[config.mk]
export PLATFORM = sky130hd
export DESIGN_NAME = xyz_driver
export DESIGN_NICKNAME = d
export VERILOG_FILES = /design/src/rtl/xyz_driver.sv
export SDC_FILE = /design/constraint.sdc
export NUM_CORES = 1
export LEC_CHECK = 0
export ABC_AREA = 1
export ABC_CLOCK_PERIOD_IN_PS = 1600
export CORE_MARGIN = 8
export CORE_UTILIZATION = 50
export DETAILED_ROUTE_END_ITERATION = 12
export DONT_BUFFER_PORTS = 1
export HOLD_SLACK_MARGIN = 0.05
export PLACE_DENSITY = 0.68
export SLEW_MARGIN = 20
export SYNTH_ARGS = -nofsm -noshare
export SYNTH_HDL_FRONTEND = slang
export SYNTH_SLANG_ARGS = --single-unit
[constraint.sdc]
create_clock -name clk -period 1.6 [get_ports clk]
set_input_delay 0.16 -clock clk [delete_from_list [all_inputs] [get_ports clk]]
set_output_delay 0.16 -clock clk [all_outputs]
set_load 0.005 [all_outputs]
[src/rtl/xyz_driver.sv]
// Queued command sequencer for xyz: drives signal_b/signal_e3 from a FIFO,
// waits a settle time, samples {signal_f, signal_c} and returns it via valid/ready.
module xyz_driver #(
  parameter int DEPTH  = 4,
  parameter int SETTLE = 2
) (
  input  logic       clk,
  input  logic       rst_n,
  input  logic       cmd_valid,
  output logic       cmd_ready,
  input  logic [2:0] cmd_b,
  input  logic [3:0] cmd_e3,
  output logic [2:0] signal_b,
  output logic [3:0] signal_e3,
  input  logic       signal_c,
  input  logic       signal_f,
  output logic       rsp_valid,
  input  logic       rsp_ready,
  output logic [1:0] rsp_data,
  output logic [7:0] rsp_cnt,
  output logic       busy
);
  localparam int AW = $clog2(DEPTH);
  localparam int CW = AW + 1;

  typedef enum logic [1:0] {ST_IDLE, ST_SETTLE, ST_RESP} state_t;

  state_t          state_reg, state_next;
  logic [3:0]      settle_cnt_reg, settle_cnt_next;
  logic [6:0]      fifo_mem [DEPTH];
  logic [AW-1:0]   wr_ptr_reg, rd_ptr_reg;
  logic [CW-1:0]   count_reg;
  logic [2:0]      signal_b_reg;
  logic [3:0]      signal_e3_reg;
  logic            rsp_valid_reg;
  logic [1:0]      rsp_data_reg;
  logic [7:0]      rsp_cnt_reg;

  logic full, empty, push, pop, capture, accept;
  logic [6:0] head;

  assign full      = (count_reg == CW'(DEPTH));
  assign empty     = (count_reg == '0);
  assign cmd_ready = !full;
  assign push      = cmd_valid && !full;
  assign head      = fifo_mem[rd_ptr_reg];

  assign signal_b  = signal_b_reg;
  assign signal_e3 = signal_e3_reg;
  assign rsp_valid = rsp_valid_reg;
  assign rsp_data  = rsp_data_reg;
  assign rsp_cnt   = rsp_cnt_reg;
  assign busy      = (state_reg != ST_IDLE) || !empty;

  // Storage carries no reset; occupancy and pointers define what is valid.
  always_ff @(posedge clk) begin
    if (push) fifo_mem[wr_ptr_reg] <= {cmd_b, cmd_e3};
  end

  always_comb begin
    state_next      = state_reg;
    settle_cnt_next = settle_cnt_reg;
    pop             = 1'b0;
    capture         = 1'b0;
    accept          = 1'b0;
    case (state_reg)
      ST_IDLE: begin
        if (!empty) begin
          pop             = 1'b1;
          settle_cnt_next = 4'(SETTLE);
          state_next      = ST_SETTLE;
        end
      end
      ST_SETTLE: begin
        settle_cnt_next = settle_cnt_reg - 4'd1;
        if (settle_cnt_reg == 4'd1) begin
          capture    = 1'b1;
          state_next = ST_RESP;
        end
      end
      ST_RESP: begin
        if (rsp_valid_reg && rsp_ready) begin
          accept     = 1'b1;
          state_next = ST_IDLE;
        end
      end
      default: state_next = ST_IDLE;
    endcase
  end

  always_ff @(posedge clk or negedge rst_n) begin
    if (!rst_n) begin
      state_reg      <= ST_IDLE;
      settle_cnt_reg <= '0;
      wr_ptr_reg     <= '0;
      rd_ptr_reg     <= '0;
      count_reg      <= '0;
      signal_b_reg   <= '0;
      signal_e3_reg  <= '0;
      rsp_valid_reg  <= 1'b0;
      rsp_data_reg   <= '0;
      rsp_cnt_reg    <= '0;
    end else begin
      state_reg      <= state_next;
      settle_cnt_reg <= settle_cnt_next;
      if (push) wr_ptr_reg <= wr_ptr_reg + AW'(1);
      if (pop) begin
        rd_ptr_reg    <= rd_ptr_reg + AW'(1);
        signal_b_reg  <= head[6:4];
        signal_e3_reg <= head[3:0];
      end
      case ({push, pop})
        2'b10:   count_reg <= count_reg + CW'(1);
        2'b01:   count_reg <= count_reg - CW'(1);
        default: count_reg <= count_reg;
      endcase
      if (capture) begin
        rsp_data_reg  <= {signal_f, signal_c};
        rsp_valid_reg <= 1'b1;
      end else if (accept) begin
        rsp_valid_reg <= 1'b0;
      end
      // Count saturates so long soak runs never appear to restart from zero.
      if (accept && rsp_cnt_reg != 8'hFF) rsp_cnt_reg <= rsp_cnt_reg + 8'd1;
    end
  end
endmodule

==> reports/results.ini, run 1 <==
[setup_path]
worstRegToRegCells=9
rr_endpoint=count_reg[2]
startpoint_type=flip-flop
crit_fanout=4
criticalPathCategory=reg2reg
cp.required_ns=1.81
arrival_ns=1.84
rr_startpoint=count_reg[0]
cp-end-kind=flip-flop
reg2reg_slack_ns=-0.02
critPathCapture=count_reg[2]
worstSetupStartpoint=count_reg[0]

[finish]
final_layout_size_suffix_gt1_frac=0.180
finalNetCount=333
area_growth_pct=20.6
num_antenna_cells=0
largest_register_ff_count=28
final_cell_area_sq_mm=0.00324
mostFrequentLayoutCells=78 x nand2_1, 39 x nor2_1, 31 x dfrtp_1
final_common_cell=nand2_1

[synthesis]
synth_edf_count=28
avgSynthCellArea_sq_um=9.87
synthFlopType=dfrtp_1
ys_types=28
synth-seq-cells=59
syn_nets=294
yosys_warnings=0
netlist_instances=272
ys_seq_area_frac=0.602
syn_area_sq_mm=0.00268
async_flop_share=0.525

[cts]
cts.htree.levels=3
cts_tree=yes
clk_pin_slew_worst_paths_ns=0.06
clk_latency_ns=0.34
cts_max_path_buffers=2
cts_root_buffer=clkbuf_8
cts_sinks=59
cts_buffers=9

[sta]
relSlewSlack=0.801
rsz0062_at_grt=true
finalSetupViolations=1
drv_slew=0
post-route-min-period_ns=1.62
finalCritPeriodShare=1.02
tightest_slew_ns=0.299
final.setup.tns_ns=-0.0246
fin_skew_ns=0.0109
hold_violations=0
finalWorstSetupSlack_ns=-0.0246
max_freq_mhz=616

[floorplan]
dieArea_sq_mm=0.00797
die_w_um=89.3
dieHeight_um=89.3
row_count=26
core_sq_mm=0.00514
start_util=0.522
ios=33

[routing]
drt_iter0_drc=97
wire_per_inst_um=12.8
drt-pass1-iter-count=4
wl_um=4960
ant_nets=0
via_per_inst=4.82
route.detailed.drc=0
dr_total_vias=1860

[power_and_ir_drop]
pwr_density_cell_mw_per_mm2=1830
p_comb_frac=0.389
power_frac_clock=0.210
p_sw_mw=2.16
power_leakage_nw=1.47
total_power_mw=5.94
max-vdd-ir-drop_uv=1240
switching_share=0.364
power.internal_mw=3.77
pwr-share-seq=0.401

[global_routing]
grt_overflow=0
grt_pass1_wl_um=7960
grt_max_degree=32
grt_pass1_vias=1747
grt.total_usage=0.138
antenna_found_initial=0

[place]
dp_hpwl_um=3390
globalplace.congestion=0.753
place_area_sq_mm=0.00287
io_buffers=0

[run]
drv_cap=0

[min_path]
min_from=cmd_valid
min_path_type=in2reg

[run_status]
status=finished, violations left
failed_checks=negative setup slack

[stage by stage]
stage           util  hold slack (ns)  instances  worst slack, ns
2_1_floorplan      -           -0.136        272          -0.0249
3_3_place_gp   0.558           -0.135        353           0.0425
3_5_place_dp   0.558           -0.135        353          -0.0116
4_1_cts        0.623            0.105        383         0.000906
5_1_grt        0.630            0.114        386           -0.128
6_report       0.630            0.118        386          -0.0246
[layout make-up]
cell class,count,area (sq um)
multi-input combinational,180,950
tap,70,87.6
timing repair buffer,33,288
clock inverter,4,43.8
clock buffer,12,135
inverter,28,116
sequential,59,1620
fill,433,1900
[cell families after synthesis]
family	count (synthesis)	synth area share
simple gates	139	0.218
flops	59	0.602
buf+inv	33	0.0611
compound gates	24	0.0476
fa+ha+maj	9	0.0448
xor+xnor	8	0.0261
[cells in the mapped netlist (all sizes together) (4+ instances only)]
master | n | share of area
nand3 | 11 | 0.022
xor2 | 4 | 0.013
inv | 27 | 0.040
nand4 | 4 | 0.014
xnor2 | 4 | 0.013
buf | 5 | 0.020
o21ai | 21 | 0.041
edfxtp | 28 | 0.31
ha | 8 | 0.037
nand2 | 81 | 0.12
nor2 | 43 | 0.064
dfrtp | 31 | 0.29
[metal layers]
layer	share of wire	vias to the layer above	wire (um)	GRT usage
li1	-	951	-	-
met1	0.42	860	2070	0.153
met2	0.49	41	2410	0.215
met3	0.081	8	401	0.0726
met4	0.015	0	73	0.0589
met5	0	-	0	0
[timing repair]
item	4_1_cts	5_1_grt
hold buffers	12	0
pin swaps	1	3
gates resized for setup	1	4
setup endpoints to repair	1	2
setup buffers	2	3
hold endpoints to repair	63	0
[worst max-delay path: stages (launching register included)]
cell and delay (ns):
dfrtp_1 0.39, inv_2 0.11, nand3_4 0.10, nand2_4 0.09, ha_4 0.14, inv_4 0.04, fa_2 0.34, nand2_1 0.08
nand2_1 0.06, xor2_1 0.16
[worst min path at each step]
stage / cells after the start / endpoint / slack [ns]
2_1_floorplan: 0 / count_reg[0] / -0.14
3_3_place_gp: 0 / rsp_cnt[5] / -0.13
3_5_place_dp: 0 / rsp_cnt[5] / -0.13
4_1_cts: 3 / count_reg[1] / 0.11
5_1_grt: 3 / count_reg[1] / 0.11
6_report: 3 / count_reg[1] / 0.12
[power groups by stage]
stage	logic [mW]	clock network [mW]	registers (mW)
floorplan	1.61	0	2.33
global placement	2.05	0	2.41
detailed placement	2.09	0	2.42
CTS	2.21	1.28	2.39
global route	2.62	1.32	2.43
finish	2.31	1.25	2.38
(Power assumes the default switching activity.)
==> inputs of run 2 (changes only) <==
- CORE_ASPECT_RATIO: not set -> 1.4
- CTS_CLUSTER_DIAMETER: not set -> 40
- SKIP_CTS_REPAIR_TIMING: not set -> 1
==> run 2 against run 1 <==
Compared with the run above:
- the run still ends with negative setup slack left
- global-route usage barely moved
- clock skew is 0.0053 ns lower
- critical path depth grew 1
- count of clock-buffer cells in the layout increased by 2
- wire length increased by 4.6%
- die area increased by 0.41%
- non-clock buffer count fell by 3
- final area fell by 0.93%
- worst hold slack worse by 0.062 ns
- fmax increased by 1.0%
==> reports/results.ini, run 2 (synthesized netlist as in run 1, its figures left out) <==
[place]
dpl_worst_slack_ns=-0.0245  ; -0.0129 ns
globalplace.congestion=0.817  ; +8.5%
dp.cells=346  ; -2.0%
io_buffers=0  ; unchanged
dp_hpwl_um=3640  ; +7.5%

[setup_path]
rr_startpoint=count_reg[0]
path_delay_family=adder cells
crit_fanout=4  ; unchanged
worst-path-buf-inv=2  ; unchanged
crit_chain=inv_2 -> nand3_4 -> nand2_4 -> ha_4 -> inv_4 -> fa_2 -> nor2_1 -> nor2_1 -> nand2_1 -> xor2_1
crit_path_frequent_cell=nor2_1
crit_path_max_incr_delay_ns=0.40  ; about the same
cp_slowest_cell=dfrtp_1
worstRegToRegCells=10  ; +1
cp.required_ns=1.85  ; +0.04 ns
startpoint_type=flip-flop
criticalPathCategory=reg2reg
arrival_ns=1.86  ; +0.02 ns
worstSetupStartpoint=count_reg[0]
cp-end-kind=flip-flop
reg2reg_slack_ns=-0.009  ; +0.02 ns
rr_endpoint=count_reg[2]

[routing]
ant_nets=0  ; unchanged
drt_iter0_drc=129  ; +33%
wl_um=5190  ; +4.6%
wire_per_inst_um=13.7  ; +6.5%
dr_total_vias=1850  ; -0.54%
drt-pass1-iter-count=4  ; unchanged
route.detailed.drc=0  ; unchanged
via_per_inst=4.88  ; +1.3%

[global_routing]
grt_pass1_wl_um=8380  ; +5.2%
grt.total_usage=0.138  ; about the same
gr-usage-met2=0.244  ; +0.0282
grt_overflow=0  ; unchanged
grt_pass1_vias=1867  ; +6.9%
antenna_found_initial=0  ; unchanged
gr-usage-met3=0.0576  ; -0.0150
top_usage_layer=met2
grt_max_degree=32  ; unchanged
use_met1=0.129  ; -0.0241

[floorplan]
dieHeight_um=103  ; +15%
start_util=0.516  ; -0.00578
row_count=31  ; +19%
ios=33  ; unchanged
core_sq_mm=0.00520  ; +1.1%
die_w_um=77.9  ; -13%
dieArea_sq_mm=0.00800  ; +0.41%

[cts]
clk_latency_ns=0.33  ; about the same
cts_buffers=9  ; unchanged
cts_tree=yes
cts_sinks=59  ; unchanged
cts.htree.levels=3  ; unchanged
cts_max_path_buffers=2  ; unchanged
cts_root_buffer=clkbuf_8
clk_pin_slew_worst_paths_ns=0.06  ; about the same

[finish]
final_util=0.617  ; -0.0128
area_growth_pct=19.5
largest_register_ff_count=28  ; unchanged
final_layout_size_suffix_gt1_frac=0.173  ; -0.00786
final_cells=379  ; -1.8%
final_common_cell=nand2_1
mostFrequentLayoutCells=78 x nand2_1, 40 x nor2_1, 31 x dfrtp_1
finalNetCount=330  ; -0.90%
num_antenna_cells=0  ; unchanged

[power_and_ir_drop]
power_leakage_nw=1.46  ; -0.68%
pwr_density_cell_mw_per_mm2=1820  ; -1.0%
total_power_mw=5.82  ; -1.9%
max-vdd-ir-drop_uv=947  ; -24%

[sta]
drv_slew=0  ; unchanged
post-route-min-period_ns=1.61  ; -0.0160 ns
finalSetupViolations=1  ; unchanged
final.setup.tns_ns=-0.00856  ; +0.0160 ns
tightest_slew_ns=0.410  ; +0.112 ns
rsz0062_at_grt=true
fin_skew_ns=0.00569  ; -0.00526 ns
max_freq_mhz=622  ; +1.0%
finalWorstSetupSlack_ns=-0.00856  ; +0.0160 ns
hold_violations=0  ; unchanged
relSlewSlack=0.726  ; -0.0741
finalCritPeriodShare=1.01  ; -0.0100

[run_status]
status=finished, violations left
failed_checks=negative setup slack

[min_path]
min_from=rsp_ready
hold_end=rsp_valid
min_path_type=in2reg
min_path_cells=3  ; unchanged

[run]
drv_cap=0  ; unchanged

[run 2: changes by cell type in the layout (fill, tap and decap cells not counted), sizes merged]
cell / delta
clkbuf: +2
clkinv: -1
bufinv: -1
buf: -3
[run 2: metrics by stage]
| stage | hold slack, ns | instance area [sq um] |
|---|---|---|
| 6_report | 0.0557 | 3210 |
| 5_1_grt | 0.0666 | 3210 |
| 4_1_cts | -0.492 | 3020 |
| 3_5_place_dp | -0.134 | 2840 |
| 3_3_place_gp | -0.134 | 2840 |
| 2_1_floorplan | -0.136 | 2710 |
[run 2: cell type report]
cell class,count,area (sq um)
repair buffers,30,265
well taps,66,82.6
inverters,28,116
clock inverters,2,10.0
multi-input cells,180,943
flip-flops and latches,59,1620
fillers,443,1990
clock buffers,14,173
[run 2: worst register-to-register path, delay by kind of cell, from the launching register on]
kind / cells / cell delay (ns)
simple gates: 5 / 0.37
fa+ha+maj: 2 / 0.47
flops: 1 / 0.40
xor+xnor: 1 / 0.14
buf+inv: 2 / 0.15
[run 2: routing by layer]
layer	up-vias	part of all wire
met2	35	0.51
met3	10	0.066
met5	-	0
li1	943	-
met1	862	0.40
met4	0	0.025
[run 2: power breakdown]
group	switching (mW)	total, mW	internal [mW]
Combinational	1.28	2.19	0.915
Sequential	0.343	2.42	2.07
Clock	0.527	1.21	0.684
[run 2: worst max-delay path by stage]
stage	to	slack (ns)	cells past startpoint
after floorplan	count_reg[2]	-0.02	10
after global placement	count_reg[2]	0.04	10
after detailed placement	count_reg[2]	-0.02	10
after CTS	count_reg[2]	-0.05	10
after global routing	count_reg[2]	-0.13	10
final	count_reg[2]	-0.009	10
==> edit 1, RTL diff (flow settings as in run 2) <==
Reset style: synchronous (`rst_n`), changed in one clocked block.
--- a/src/rtl/xyz_driver.sv
+++ b/src/rtl/xyz_driver.sv
@@ -89,5 +89,5 @@
   end
 
-  always_ff @(posedge clk or negedge rst_n) begin
+  always_ff @(posedge clk) begin
     if (!rst_n) begin
       state_reg      <= ST_IDLE;
Behaviour: differs if rst_n is asserted again (counterexample within 4 cycles, from zero or initial values and one cycle with rst_n low); with rst_n held inactive, the same outputs for 10 cycles.
==> edit 1 against run 2 <==
The run ends with negative hold slack, negative setup slack left. Sequential cell count is the same. Routed wire length shrank 4.3%. Area after synthesis shrank 4.5%. Cell count grew 0.26%. Design area shrank 5.0%. Total power shrank 20%. Critical path depth is the same. Setup slack lost 31 ps. Non-clock buffer count shrank 6. Critical path type unchanged.
==> edit 1: results (changes against run 2) <==
* Status: finished, violations left
* Failing checks: negative hold slack, negative setup slack
* Critical-path top delay cell: fa_2
* Gr usage total at 0.141 (+0.00290)
* Synth async-reset ratio at 0 (-0.525)
* Most area-consuming cells after synthesis: edfxtp_1 (33%), dfxtp_1 (24%), nor2_1 (8.5%), o21ai_0 (7.0%), nand2_1 (4.2%)
* Hpwl dp at 3.35 mm (-7.9%)
* Routed WL at 4.96 mm (-4.3%)
* Largest net degree at the start of global routing at 24 (-25%)
* Xor and xnor fraction of the mapped netlist area at 0.00342 (-0.0227)
* Crit Path Max Fanout at 3 (-1)
* Setup WS pre-CTS at -28.7 ps (-4.20 ps)
* Worst setup margin at -39.6 ps (-31.1 ps)
* Seq. cell area at 1470 um2 (-9.3%)
* CP peak stage delay at 380 ps (-20 ps)
* Initial DRC Count at 97 (-25%)
* Distinct cells, synth at 25 (-11%)
* Fin. Hold Viols at 21 (+21)
* Final #Nets at 331 (+0.30%)
* Final Setup Violations at 1 (unchanged)
* First-pass GRT wire length at 8.40 mm (+0.25%)
* GPL Wtd Cong at 0.724 (-11%)
* Hold Path Sink: rsp_cnt[6]
* Leak at 1.17 nW (-20%)
* Ys flop type: dfxtp_1
* Fill count at 432 (-2.5%)
* Max_slew headroom at 0.723 (-0.00356)
* Final Skew at 6.86 ps (+1.17 ps)
* Hold depth at 2 (-1)
* Syn Nets at 304 (+3.4%)
* Top cells by count, synth: nor2_1 (58), o21ai_0 (36), dfxtp_1 (31)
* Tightest hold margin at -60.5 ps (-116 ps)
* Hold Path Origin: rst_n
* Synth Area in Compound Gates at 0.109 (+0.0618)
* First-pass DRT Iterations at 4 (unchanged)
* Layout cells sized above 1 at 0.182 (+0.00900)
* Fraction of the yosys area taken by sequential cells at 0.570 (-0.0323)
* Peak supply drop at 1150 uV (+21%)
* Reg2Reg Capture Point: count_reg[2]
* Initial antenna violation count at 0 (unchanged)
* Synth Area in Adders at 0.0469 (+0.00210)
* Setup TNS at -39.6 ps (-31.1 ps)
* Clk root buf: clkbuf_8
* Vias in the first global route at 1,762 (-5.6%)
* Via count at 1,926 (+4.1%)
* Worst R2R Start: count_reg[0]
-- edit 1: cell count changes in the layout (fill, tap and decap cells not counted), moves of 4 or more --
cell	before	now
dfrtp_1	31	0
o21ai_0	12	34
xnor2_1	4	0
a21oi_1	1	15
nand3_1	8	15
nand2_1	78	27
dfxtp_1	0	27
dfxtp_2	0	4
nor2_1	40	57
nand4_1	2	6
-- edit 1: cell type report --
| class | count | area share |
|---|---|---|
| clock inverters | 7 | 0.0177 |
| repair buffers | 24 | 0.0657 |
| inverters | 29 | 0.0382 |
| well taps | 66 | 0.0271 |
| clock buffers | 9 | 0.0407 |
| flip-flops and latches | 59 | 0.482 |
| multi-input cells | 186 | 0.329 |
-- edit 1: logic make-up (layout without fill, tap and decap cells) --
| group | Yosys count | count (layout) |
|---|---|---|
| flip-flops | 59 | 59 |
| AO/OA/AOI/OAI | 56 | 56 |
| XOR/XNOR | 1 | 1 |
| adder cells (fa/ha/maj) | 9 | 9 |
| buffers and inverters | 37 | 69 |
| AND/OR/NAND/NOR | 120 | 120 |
-- edit 1: routing by layer --
metal / global-route usage / wire [um] / vias to the layer above
met2: 0.227 / 2540 / 37
met4: 0.0758 / 76 / 0
li1: - / - / 997
met3: 0.0634 / 338 / 8
met1: 0.151 / 2010 / 884
met5: 0 / 0 / -
-- edit 1: per-stage QoR --
stage / hold WS [ps] / instance area (um2) / instances
6_report: -60.5 / 3050 / 380
5_1_grt: -72.3 / 3050 / 380
4_1_cts: -111 / 2940 / 372
3_5_place_dp: 259 / 2760 / 356
3_3_place_gp: 259 / 2760 / 356
2_1_floorplan: 259 / 2610 / 282
-- edit 1: power breakdown --
part	internal (mW)	switching [mW]	total, mW
combinational	0.587	0.849	1.44
sequential	1.85	0.163	2.01
clock	0.567	0.621	1.19
total	3.00	1.63	4.63
==> edit 2, RTL diff (settings of run 2) <==
Without the edit above. `DEPTH`: 4 -> 8.
--- a/src/rtl/xyz_driver.sv
+++ b/src/rtl/xyz_driver.sv
@@ -2,5 +2,5 @@
 // waits a settle time, samples {signal_f, signal_c} and returns it via valid/ready.
 module xyz_driver #(
-  parameter int DEPTH  = 4,
+  parameter int DEPTH  = 8,
   parameter int SETTLE = 2
 ) (
Formal check against the unedited RTL: not equivalent (Yosys sat finds a counterexample within 10 cycles, from zero or initial values and one cycle with rst_n low).
==> edit 2 against run 2 <==
The run still ends with negative setup slack left. Area after synthesis increased by 46%. Clock skew increased by 5.9 ps. Combinational power increased by 62%. Setup slack got worse by 140 ps. Sequential cell count increased by 31. Cell count increased by 38%. Die area increased by 37%. Total power increased by 47%. Routed wire length increased by 60%. Design area increased by 45%. Sequential share of layout area increased by 3.9 points. Critical path type unchanged. Highest routed layer unchanged.
==> edit 2: results (changes against run 2) <==
* Syn Nets at 395 (+34%)
* Leak at 1.94 nW (+33%)
* Failing checks: negative setup slack
* GPL Wtd Cong at 0.747 (-8.6%)
* Via count at 2,677 (+45%)
* CP peak stage delay at 420 ps (+20 ps)
* GRT met2 Usage at 0.268 (+0.0244)
* Final #Nets at 439 (+33%)
* Peak supply drop at 852 uV (-10%)
* Hold Path Sink: state_reg[1]
* Max_slew headroom at 0.772 (+0.0452)
* WP data arrival at 1990 ps (+130 ps)
* R2R cell count at 11 (+1)
* First-pass GRT wire length at 12.8 mm (+53%)
* Distinct cells, synth at 25 (-11%)
* Most area-consuming cells after synthesis: edfxtp_1 (43%), dfrtp_1 (22%), nor2_1 (7.1%), nand2_1 (6.2%), o21ai_0 (4.1%)
* Gr usage total at 0.151 (+0.0131)
* Crit Path Max Fanout at 3 (-1)
* Status: finished, violations left
* Top cells by count, synth: nor2_1 (74), nand2_1 (65), edfxtp_1 (56)
* Synth async-reset ratio at 0.378 (-0.148)
* Vias in the first global route at 2,600 (+39%)
* Worst setup margin at -145 ps (-136 ps)
* Fraction of the yosys area taken by sequential cells at 0.646 (+0.0433)
* Final Setup Violations at 3 (+2)
* Final Skew at 11.5 ps (+5.85 ps)
* Clock transition at path regs at 80 ps (+20 ps)
* Layout cells sized above 1 at 0.191 (+0.0190)
* Fill count at 631 (+42%)
* Met3 usage at 0.0465 (-0.0111)
* Clk_lat worst skew at 370 ps (+40 ps)
* Avg WL per Cell at 15.9 um (+16%)
* Hpwl dp at 5.35 mm (+47%)
[edit 2: cell types whose count changed after synthesis, sizes merged, moves of 2 or more]
cell / delta
edfxtp: +28
clkbuf: +2
a21oi: +4
dfrtp: +3
o21ai: +17
nor2: +32
nand4: -3
xor2: +3
nand2: -12
nand3: +22
xnor2: +2
buf: +4
nor3: +2
[edit 2: power by group]
group	switching, mW	internal, mW
logic	2.10	1.43
clock network	0.793	0.749
registers	0.380	3.08
total	3.28	5.26
[edit 2: worst max-delay path: cells and delay by family (launching register included)]
kind | cells | cell delay [ps]
AND/OR/NAND/NOR | 5 | 510
flip-flops | 1 | 420
AO/OA/AOI/OAI | 2 | 180
adder cells (fa/ha/maj) | 2 | 330
XOR/XNOR | 1 | 140
buffers and inverters | 1 | 60
[edit 2: worst max-delay path by stage]
| stage | to | slack (ps) | cells past startpoint |
|---|---|---|---|
| after floorplan | count_reg[2] | -220 | 13 |
| after global placement | count_reg[2] | -110 | 11 |
| after detailed placement | count_reg[2] | -150 | 12 |
| after CTS | count_reg[2] | -170 | 12 |
| after global routing | count_reg[2] | -260 | 11 |
| final | count_reg[2] | -140 | 11 |
[edit 2: logic make-up (layout without fill, tap and decap cells)]
logic type                 count (synthesis)  in the layout  share of synthesized area
and+or+nand+nor                          181            181                      0.198
DFF                                       90             90                      0.646
AOI/OAI and AO/OA                         44             44                     0.0596
buffers and inverters                     38             87                     0.0418
xor gates and xnor gates                  13             13                     0.0290
adders and majority gates                  8              8                     0.0255
[edit 2: area by class of cell]
cell class | instances | share of cell area
clock buffer | 12 | 0.0378
clock inverter | 4 | 0.00644
timing repair buffer | 43 | 0.0786
multi-input combinational | 246 | 0.283
sequential | 90 | 0.543
tap | 100 | 0.0268
timing repair inverter | 1 | 0.00161
inverter | 27 | 0.0225
[edit 2: stage by stage]
step,instance area [um2],hold WS [ps],TNS [ps],instances
floorplan,3950,-136,-663,374
finish,4670,67.0,-276,523
global route,4670,59.3,-684,523
global placement,4200,-134,-239,489
detailed placement,4200,-134,-347,489
CTS,4410,-547,-409,505
[edit 2: routing by layer]
layer | vias up | routed length, um
met5 | - | 0
met4 | 0 | 182
met3 | 14 | 354
met2 | 43 | 4430
met1 | 1290 | 3340
li1 | 1330 | -
